**config.mk**
```make
export PLATFORM = sky130hd
export DESIGN_NAME = apb_slave_regfile
export DESIGN_NICKNAME = d
export VERILOG_FILES = /design/src/rtl/apb_pkg.sv /design/src/rtl/apb_wait_counter.sv /design/src/rtl/apb_slave_regfile.sv
export SDC_FILE = /design/constraint.sdc
export NUM_CORES = 1
export LEC_CHECK = 0
export CORE_MARGIN = 3
export CORE_UTILIZATION = 40
export CTS_BUF_LIST = sky130_fd_sc_hd__clkbuf_2
export CTS_CLUSTER_SIZE = 20
export DETAILED_ROUTE_END_ITERATION = 8
export SETUP_SLACK_MARGIN = 0.05
export SYNTH_ARGS = -nofsm -noshare
export SYNTH_HDL_FRONTEND = slang
export SYNTH_SLANG_ARGS = --single-unit
```
**constraint.sdc**
```tcl
create_clock -name Hclk -period 4 [get_ports Hclk]
set_input_delay 0.4 -clock Hclk [delete_from_list [all_inputs] [get_ports Hclk]]
set_output_delay 0.4 -clock Hclk [all_outputs]
set_load 0.02 [all_outputs]
```
**src/rtl/apb_pkg.sv**
```systemverilog
// Shared definitions for the APB completer register file.
// Optional feature macro used by the top level: APB_SLVERR_EN.
package apb_pkg;

  localparam int APB_DATA_W   = 32;
  localparam int APB_WORD_LSB = 2;
  localparam int WAIT_CNT_W   = 4;

  typedef enum logic {
    ST_IDLE   = 1'b0,
    ST_ACCESS = 1'b1
  } apb_state_e;

endpackage

```
**src/rtl/apb_wait_counter.sv**
```systemverilog
// Wait-state counter: loads a start value, counts down to zero, flags zero.
module apb_wait_counter
  import apb_pkg::*;
#(
  parameter int W = WAIT_CNT_W
) (
  input  logic         clk,
  input  logic         i_srst_n,
  input  logic         i_load,
  input  logic [W-1:0] i_load_val,
  input  logic         i_dec,
  output logic [W-1:0] o_count,
  output logic         o_zero
);

  logic [W-1:0] r_count;

  // Load has priority; decrement saturates at zero.
  always_ff @(posedge clk) begin
    if (!i_srst_n) begin
      r_count <= '0;
    end else if (i_load) begin
      r_count <= i_load_val;
    end else if (i_dec && (r_count != '0)) begin
      r_count <= r_count - 1'b1;
    end
  end

  assign o_count = r_count;
  assign o_zero  = (r_count == '0);

endmodule

```
**src/rtl/apb_slave_regfile.sv**
```systemverilog
// APB completer with NUM_REGS 32-bit registers; the top index is a read-only
// count of completed transfers. Wait states are programmable.
// Macro APB_SLVERR_EN: when defined, bad accesses report Pslverr.
module apb_slave_regfile
  import apb_pkg::*;
#(
  parameter logic [31:0] BASE_ADDR   = 32'h0000_0000,
  parameter int          NUM_REGS    = 8,
  parameter int          WAIT_CYCLES = 0,
  parameter logic [31:0] RESET_VAL   = 32'h0
) (
  input  logic                  Hclk,
  input  logic                  Hrstn,
  input  logic                  Pselx,
  input  logic                  Penable,
  input  logic                  Pwrite,
  input  logic [31:0]           Paddr,
  input  logic [APB_DATA_W-1:0] Pwdata,
  output logic [APB_DATA_W-1:0] Prdata,
  output logic                  Pready,
  output logic                  Pslverr,
  output logic [APB_DATA_W-1:0] reg0_out
);

  localparam int IDX_W   = $clog2(NUM_REGS);
  localparam int RW_REGS = NUM_REGS - 1;
  localparam logic [IDX_W-1:0]      CNT_IDX   = IDX_W'(NUM_REGS - 1);
  localparam logic [WAIT_CNT_W-1:0] WAIT_LOAD = WAIT_CNT_W'(WAIT_CYCLES);

  apb_state_e r_state;
  apb_state_e w_state_next;

  logic                  r_write;
  logic [IDX_W-1:0]      r_idx;
  logic                  r_bad;
  logic [APB_DATA_W-1:0] r_regs [RW_REGS];
  logic [APB_DATA_W-1:0] r_xfer_cnt;

  logic                  w_addr_hit;
  logic [IDX_W-1:0]      w_idx;
  logic                  w_bad;
  logic                  w_setup;
  logic                  w_active;
  logic                  w_complete;
  logic                  w_cnt_zero;
  logic [WAIT_CNT_W-1:0] w_cnt;
  logic [APB_DATA_W-1:0] w_rd_word;

  // Base is aligned to the window size, so a hit is an upper-bit match.
  assign w_addr_hit = (Paddr[31:IDX_W+APB_WORD_LSB] == BASE_ADDR[31:IDX_W+APB_WORD_LSB])
                      && (Paddr[APB_WORD_LSB-1:0] == '0);
  assign w_idx      = Paddr[APB_WORD_LSB +: IDX_W];
  assign w_bad      = !w_addr_hit || (Pwrite && (w_idx == CNT_IDX));
  assign w_active   = Pselx && Penable;
  assign w_setup    = (r_state == ST_IDLE) && Pselx && !Penable;

  apb_wait_counter #(
    .W (WAIT_CNT_W)
  ) u_wait_counter (
    .clk        (Hclk),
    .i_srst_n   (Hrstn),
    .i_load     (w_setup),
    .i_load_val (WAIT_LOAD),
    .i_dec      ((r_state == ST_ACCESS) && w_active),
    .o_count    (w_cnt),
    .o_zero     (w_cnt_zero)
  );

  // State register.
  always_ff @(posedge Hclk) begin
    if (!Hrstn) begin
      r_state <= ST_IDLE;
    end else begin
      r_state <= w_state_next;
    end
  end

  // Next-state logic: leave ACCESS on completion or when the master aborts.
  always_comb begin
    w_state_next = r_state;
    case (r_state)
      ST_IDLE:   if (w_setup) w_state_next = ST_ACCESS;
      ST_ACCESS: if (!w_active || w_cnt_zero) w_state_next = ST_IDLE;
      default:   w_state_next = ST_IDLE;
    endcase
  end

  // Output logic: completion strobe.
  always_comb begin
    w_complete = (r_state == ST_ACCESS) && w_cnt_zero && w_active;
    Pready     = w_complete;
  end

  // Capture the transfer attributes in the setup phase; later bus changes are ignored.
  always_ff @(posedge Hclk) begin
    if (!Hrstn) begin
      r_write <= 1'b0;
      r_idx   <= '0;
      r_bad   <= 1'b0;
    end else if (w_setup) begin
      r_write <= Pwrite;
      r_idx   <= w_idx;
      r_bad   <= w_bad;
    end
  end

  // Read/write registers; write data is sampled on the completion edge.
  always_ff @(posedge Hclk) begin
    for (int i = 0; i < RW_REGS; i++) begin
      if (!Hrstn) begin
        r_regs[i] <= RESET_VAL;
      end else if (w_complete && r_write && !r_bad && (r_idx == IDX_W'(i))) begin
        r_regs[i] <= Pwdata;
      end
    end
  end

  // Completed-transfer counter, errored completions included; wraps naturally.
  always_ff @(posedge Hclk) begin
    if (!Hrstn) begin
      r_xfer_cnt <= '0;
    end else if (w_complete) begin
      r_xfer_cnt <= r_xfer_cnt + 32'd1;
    end
  end

  // Read mux over the register array plus the transfer counter.
  always_comb begin
    w_rd_word = r_xfer_cnt;
    for (int i = 0; i < RW_REGS; i++) begin
      if (r_idx == IDX_W'(i)) w_rd_word = r_regs[i];
    end
  end

  assign Prdata   = (w_complete && !r_write && !r_bad) ? w_rd_word : '0;
  assign reg0_out = r_regs[0];

`ifdef APB_SLVERR_EN
  assign Pslverr = r_bad && w_complete;
`else
  assign Pslverr = 1'b0;
`endif

endmodule

```
== Yosys cells after proc, flatten, opt, wreduce, memory -nomap -nowiden ==
Memories as Yosys holds them, arrays and structs flattened.
Cells that the tools add are included.

* Register bits: 42
* Memory bits (writable): 224
* Input bits: 69
* Output and inout port bits: 66
* Logic and storage cells: 98
* Memories kept: 1

* Add/sub/neg operators: 2
* Eq/ne operators: 7
* Muxes and demuxes: 40
* Bitwise logic cells: 9
* Reductions and logical operators: 33

{| class="wikitable"
|+ Memory list
! name !! depth !! width !! rd ports !! clocked after Yosys merged registers in !! write ports !! RTL line !! text
|-
| r_regs || 7 || 32 || 7 || 0 || 7 || apb_slave_regfile.sv:36 || <nowiki>logic [APB_DATA_W-1:0] r_regs [RW_REGS];</nowiki>
|}

{| class="wikitable"
|+ Operators by type and width
! cell !! count
|-
| 32-bit two-way mux || 15
|-
| 32-bit by 1-bit adder with 32-bit output, second input constant || 1
|-
| 27-bit zero test || 1
|-
| 1-bit two-way mux || 24
|-
| 1-bit logical AND || 20
|-
| 3-bit equality test, second input constant || 4
|-
| 1-bit OR || 7
|-
| 3-bit by 2-bit equality test with 1-bit output, second input constant || 2
|-
| 1-bit zero test || 5
|-
| 4-bit zero test || 1
|-
| 4-bit nonzero test || 1
|-
| 4-bit by 1-bit subtractor with 4-bit output, second input constant || 1
|-
| 3-bit by 1-bit equality test with 1-bit output, second input constant || 1
|-
| 3-bit zero test || 1
|-
| 2-bit zero test || 1
|-
| 1-bit logical OR || 2
|-
| 1-bit NOT || 2
|-
| 1-bit one-hot mux with 2 select lines || 1
|-
| 2-bit OR reduction || 1
|}

== Depth between registers and ports, before layout ==
* Depth in word-level cells: 10
* Gate-level depth with buffers: 10
* Mapped depth without buffers: 6

== Cells and area by module ==
Synthesis repeated with hierarchy kept, for this count alone.

* Cells, all modules: 891
* Area total of the unflattened synthesis: 12346.8 um2

{| class="wikitable"
|+ By module, submodules not included
! module !! instances !! cells an instance !! area an instance (um2) !! sequential area each (um2)
|-
| apb_slave_regfile || 1 || 860 || 12090.3 || 7487.2
|-
| apb_wait_counter || 1 || 31 || 256.5 || 80.1
|}

== Worst setup path before layout ==
OpenSTA, ideal clock, no wires.

* Path kind: reg2reg
* Start point: reg u_wait_counter.r_count[0], in the netlist u_wait_counter.o_count[0]
* End point: mem r_regs[3][4], in the netlist r_regs[0][100], enable pin
* Setup time: 0.466 ns
* Arrival time: 3.980 ns
* Required time: 3.534 ns
* Path slack: -0.445 ns
* Stages on the path, launching flop included: 8
* Buffers on the path: 1
* Period minus slack after synthesis: 4.445 ns
* Path through: dfxtp_1 inv_1 ha_1 or3b_1 buf_6 nor2_1 nand4b_1 o21ai_0

{| class="wikitable"
|+ RTL lines
! element !! RTL line !! text
|-
| from (decl) || apb_wait_counter.sv:16 || <nowiki>logic [W-1:0] r_count;</nowiki>
|-
| from (signal assigned) || apb_wait_counter.sv:23 || <nowiki>r_count <= i_load_val;</nowiki>
|-
| from (signal assigned) || apb_wait_counter.sv:25 || <nowiki>r_count <= r_count - 1'b1;</nowiki>
|-
| to (decl) || apb_slave_regfile.sv:36 ||
|}

== Worst setup path in the final report ==
* Start point: reg u_wait_counter.r_count[0], in the netlist u_wait_counter.o_count[0]
* End point: out Prdata[20]

* Longest elaborated chain between the ends: 6

{| class="wikitable"
|+ RTL lines
! element !! RTL line !! text
|-
| 4-bit zero test || apb_wait_counter.sv:30 || <nowiki>assign o_zero = (r_count == '0);</nowiki>
|-
| 1-bit logical AND (2 in series) || apb_slave_regfile.sv:90 || <nowiki>w_complete = (r_state == ST_ACCESS) && w_cnt_zero && w_active;</nowiki>
|-
| 1-bit logical AND (2 in series) || apb_slave_regfile.sv:135 || <nowiki>assign Prdata = (w_complete && !r_write && !r_bad) ? w_rd_word : '0;</nowiki>
|-
| 32-bit two-way mux || apb_slave_regfile.sv:135 ||
|-
| to (decl) || apb_slave_regfile.sv:19 || <nowiki>output logic [APB_DATA_W-1:0] Prdata,</nowiki>
|}

No other way between the ends.

==> impl_metrics.ini <==
[cts]
numCtsBuffers = 75
cts_buffer_depth = 3
clk_latency_ps = 860
clock-root-buffer = clkbuf_2
cts.clk_slew.worst_paths_ps = 100
cts_max_level = 3
hold_buffers = 0
clock-sinks = 266
cts_tree = done

[floorplan]
core-area_um2 = 31000
start_util_pct = 41.2
die_area_um2 = 34100
die_w_um = 185
ioPinCount = 135
dieHeight_um = 185
rows = 64

[yosys]
netlist_top_cells_area = edfxtp_1 (53%), and2_1 (11%), mux4_2 (9.9%), dfxtp_1 (6.6%), mux2i_1 (3.1%)
synth-seq-cells = 266
postSynthCellCount = 944
synth_flop_cell = edfxtp_1
synth_edf_count = 224
syn_area_um2 = 12800
async_flop_share_pct = 0
synth.distinct_cells = 53
syn_nets = 1016
ys.warnings.count = 0
synth_top_cell_area_share_pct = 52.7
synth_top_area_cell = edfxtp_1
avgSynthCellArea_um2 = 13.5
yosysSeqAreaShare_pct = 59.3

[sta]
drv_slew = 0
skew_ps = 74.2
whs_ps = 198
final-hold-violation-count = 0
timing.fmax_mhz = 267
setup_viol = 0
rsz0062_at_grt = no
setup_tns_ps = 0
slew_headroom_pct = 18.5
worst_slew_pin_slew_ps = 1220
period_share_pct = 93.6
period_minus_slack_ps = 3740

[final_layout]
final_util_pct = 49.2
syn_to_final_growth_pct = 19.5
stdcell_count = 1562
mostFrequentLayoutCells = and2_1 (224), edfxtp_1 (224), clkbuf_2 (119)
fill_cells = 2732
drive_above_1_share_pct = 22.1
layout.nets = 1172

[critical_path]
crit_family = simple AND/OR/NAND/NOR gates
cp.required_ps = 3600
crit_arrival_ps = 3340
cp-end-kind = primary output
critPathCapture = Prdata[20]
slowest_delay_ps = 620
ff2ff_path_depth = 7
rr_endpoint = r_regs[0][102]
cp-start-kind = flip-flop
worstSetupPathDepth = 7
r2r_start = u_wait_counter.o_count[0]
critPathKind = flip-flop to primary output
r2r_setup_slack_ps = 1040
worstPathCellList = inv_1 > ha_1 > or3b_4 > or4_4 > buf_4 > nor2_1 > clkdlybuf4s50_1
crit_start = u_wait_counter.o_count[0]
worst-path-buf-inv = 3
cpMaxStageDelayCell = clkdlybuf4s50_1
cp_max_fo = 8

[flow_run]
cap_violations = 0

[place]
gp_congestion = 0.810
dp_hpwl_um = 20500
port_buffers = 133
dpl.cell_count = 1417

[global_route]
grt_start_max_net_pins = 33
grt_first_pass_wirelength_um = 49100
antenna_found_initial = 3
overflow = 0
grt_pass1_vias = 8467
grt.total_usage_pct = 19.0

[drt]
vias_per_cell = 5.31
vias = 8300
drt_pass1_iterations = 5
wirelength_um = 32000
drt-initial-drc-count = 502
antenna_left = 0
drc = 0
wl_per_cell_um = 20.5

[status]
outcome = completed

[worst_hold_path]
hp-class = primary input to flip-flop

[pwr]
powerDensity_nw_per_um2 = 371
p_leak_nw = 5.77
ir_drop_mv = 0.176
==> cells in the mapped netlist, types with 7 or more instances <==
cell,count
and2_1,224
dfxtp_1,42
or4_1,16
mux2i_1,39
a21oi_1,24
mux4_2,56
buf_4,34
nor2_1,57
edfxtp_1,224
nand2_1,19
nand3_1,15
inv_1,7
o22ai_1,8
buf_6,9
nand2b_1,7
o21ai_0,14
clkbuf_1,37
mux2_2,8
o31ai_1,14
nand4_1,11
nor4_1,13
==> flip-flops by register name, indices dropped and copies added (netlist names) <==
signal                  count
r_xfer_cnt                 32
r_state                     1
r_idx                       3
r_write                     1
r_bad                       1
r_regs                    224
u_wait_counter.o_count      4
==> worst min-delay path by stage <==
stage                    from  cells past startpoint              to
2_1_floorplan  r_xfer_cnt[31]                      2  r_xfer_cnt[31]
3_3_place_gp   r_xfer_cnt[31]                      2  r_xfer_cnt[31]
3_5_place_dp   r_xfer_cnt[31]                      2  r_xfer_cnt[31]
4_1_cts              Paddr[2]                      3        r_idx[0]
5_1_grt             Paddr[16]                      3           r_bad
6_report            Paddr[16]                      3           r_bad
==> worst reg2reg max path, delay by kind of cell (launching register included) <==
| kind | cells | cell delay, ps |
|---|---|---|
| AND/OR/NAND/NOR | 3 | 1140 |
| buffers and inverters | 2 | 380 |
| AO/OA/AOI/OAI | 1 | 560 |
| adder cells (fa/ha/maj) | 1 | 190 |
| flip-flops | 1 | 340 |
==> per-layer routing <==
| metal | vias up | part of all wire (%) | global-route usage, % |
|---|---|---|---|
| li1 | 3841 | - | - |
| met5 | - | 0 | 0 |
| met1 | 4137 | 44 | 25.2 |
| met4 | 0 | 2.1 | 6.03 |
| met3 | 50 | 6.7 | 4.64 |
| met2 | 272 | 47 | 31.0 |
==> report_power, final <==
group	total, mW	internal (mW)	switching, mW	leakage, nW
logic	0.412	0.201	0.211	2.54
clock network	2.13	0.980	1.16	0.574
registers	3.11	3.07	0.0413	2.66
==> area by class of cell <==
type,count,area (um2),area share (%)
multi-input combinational,577,4680,30.6
antenna,6,15.0,0.0984
timing repair buffer,173,1720,11.3
sequential,266,7570,49.6
clock buffer,119,596,3.90
tap,396,495,3.25
inverter,7,26.3,0.172
clock inverter,18,159,1.04
==> per-stage QoR <==
stage	power, mW	worst slack (ps)	instance area [um2]
final	5.66	255	15300
after global routing	5.93	47.6	15300
after CTS	5.74	41.2	15200
after detailed placement	3.59	463	14400
after global placement	3.59	519	14400
after floorplan	3.38	-442	12800
==> logic make-up (layout without fill, tap and decap cells) <==
logic type                 count (synthesis)  in the layout  synth area share [%]
muxes                                    103            103                  13.6
other                                      1              7                0.0294
xor gates and xnor gates                  10             10                 0.686
buffers and inverters                    101            317                  4.68
adders and majority gates                  3              3                 0.294
DFF                                      266            266                  59.3
AOI/OAI and AO/OA                         70             70                  3.39
and+or+nand+nor                          390            390                  18.0
==> timing repair <==
action | CTS | global route
buffers inserted | 2 | 0
gates resized for setup | 12 | 19
endpoints found under the setup margin | 32 | 22
No activity file was read; power rests on OpenSTA's default activity.
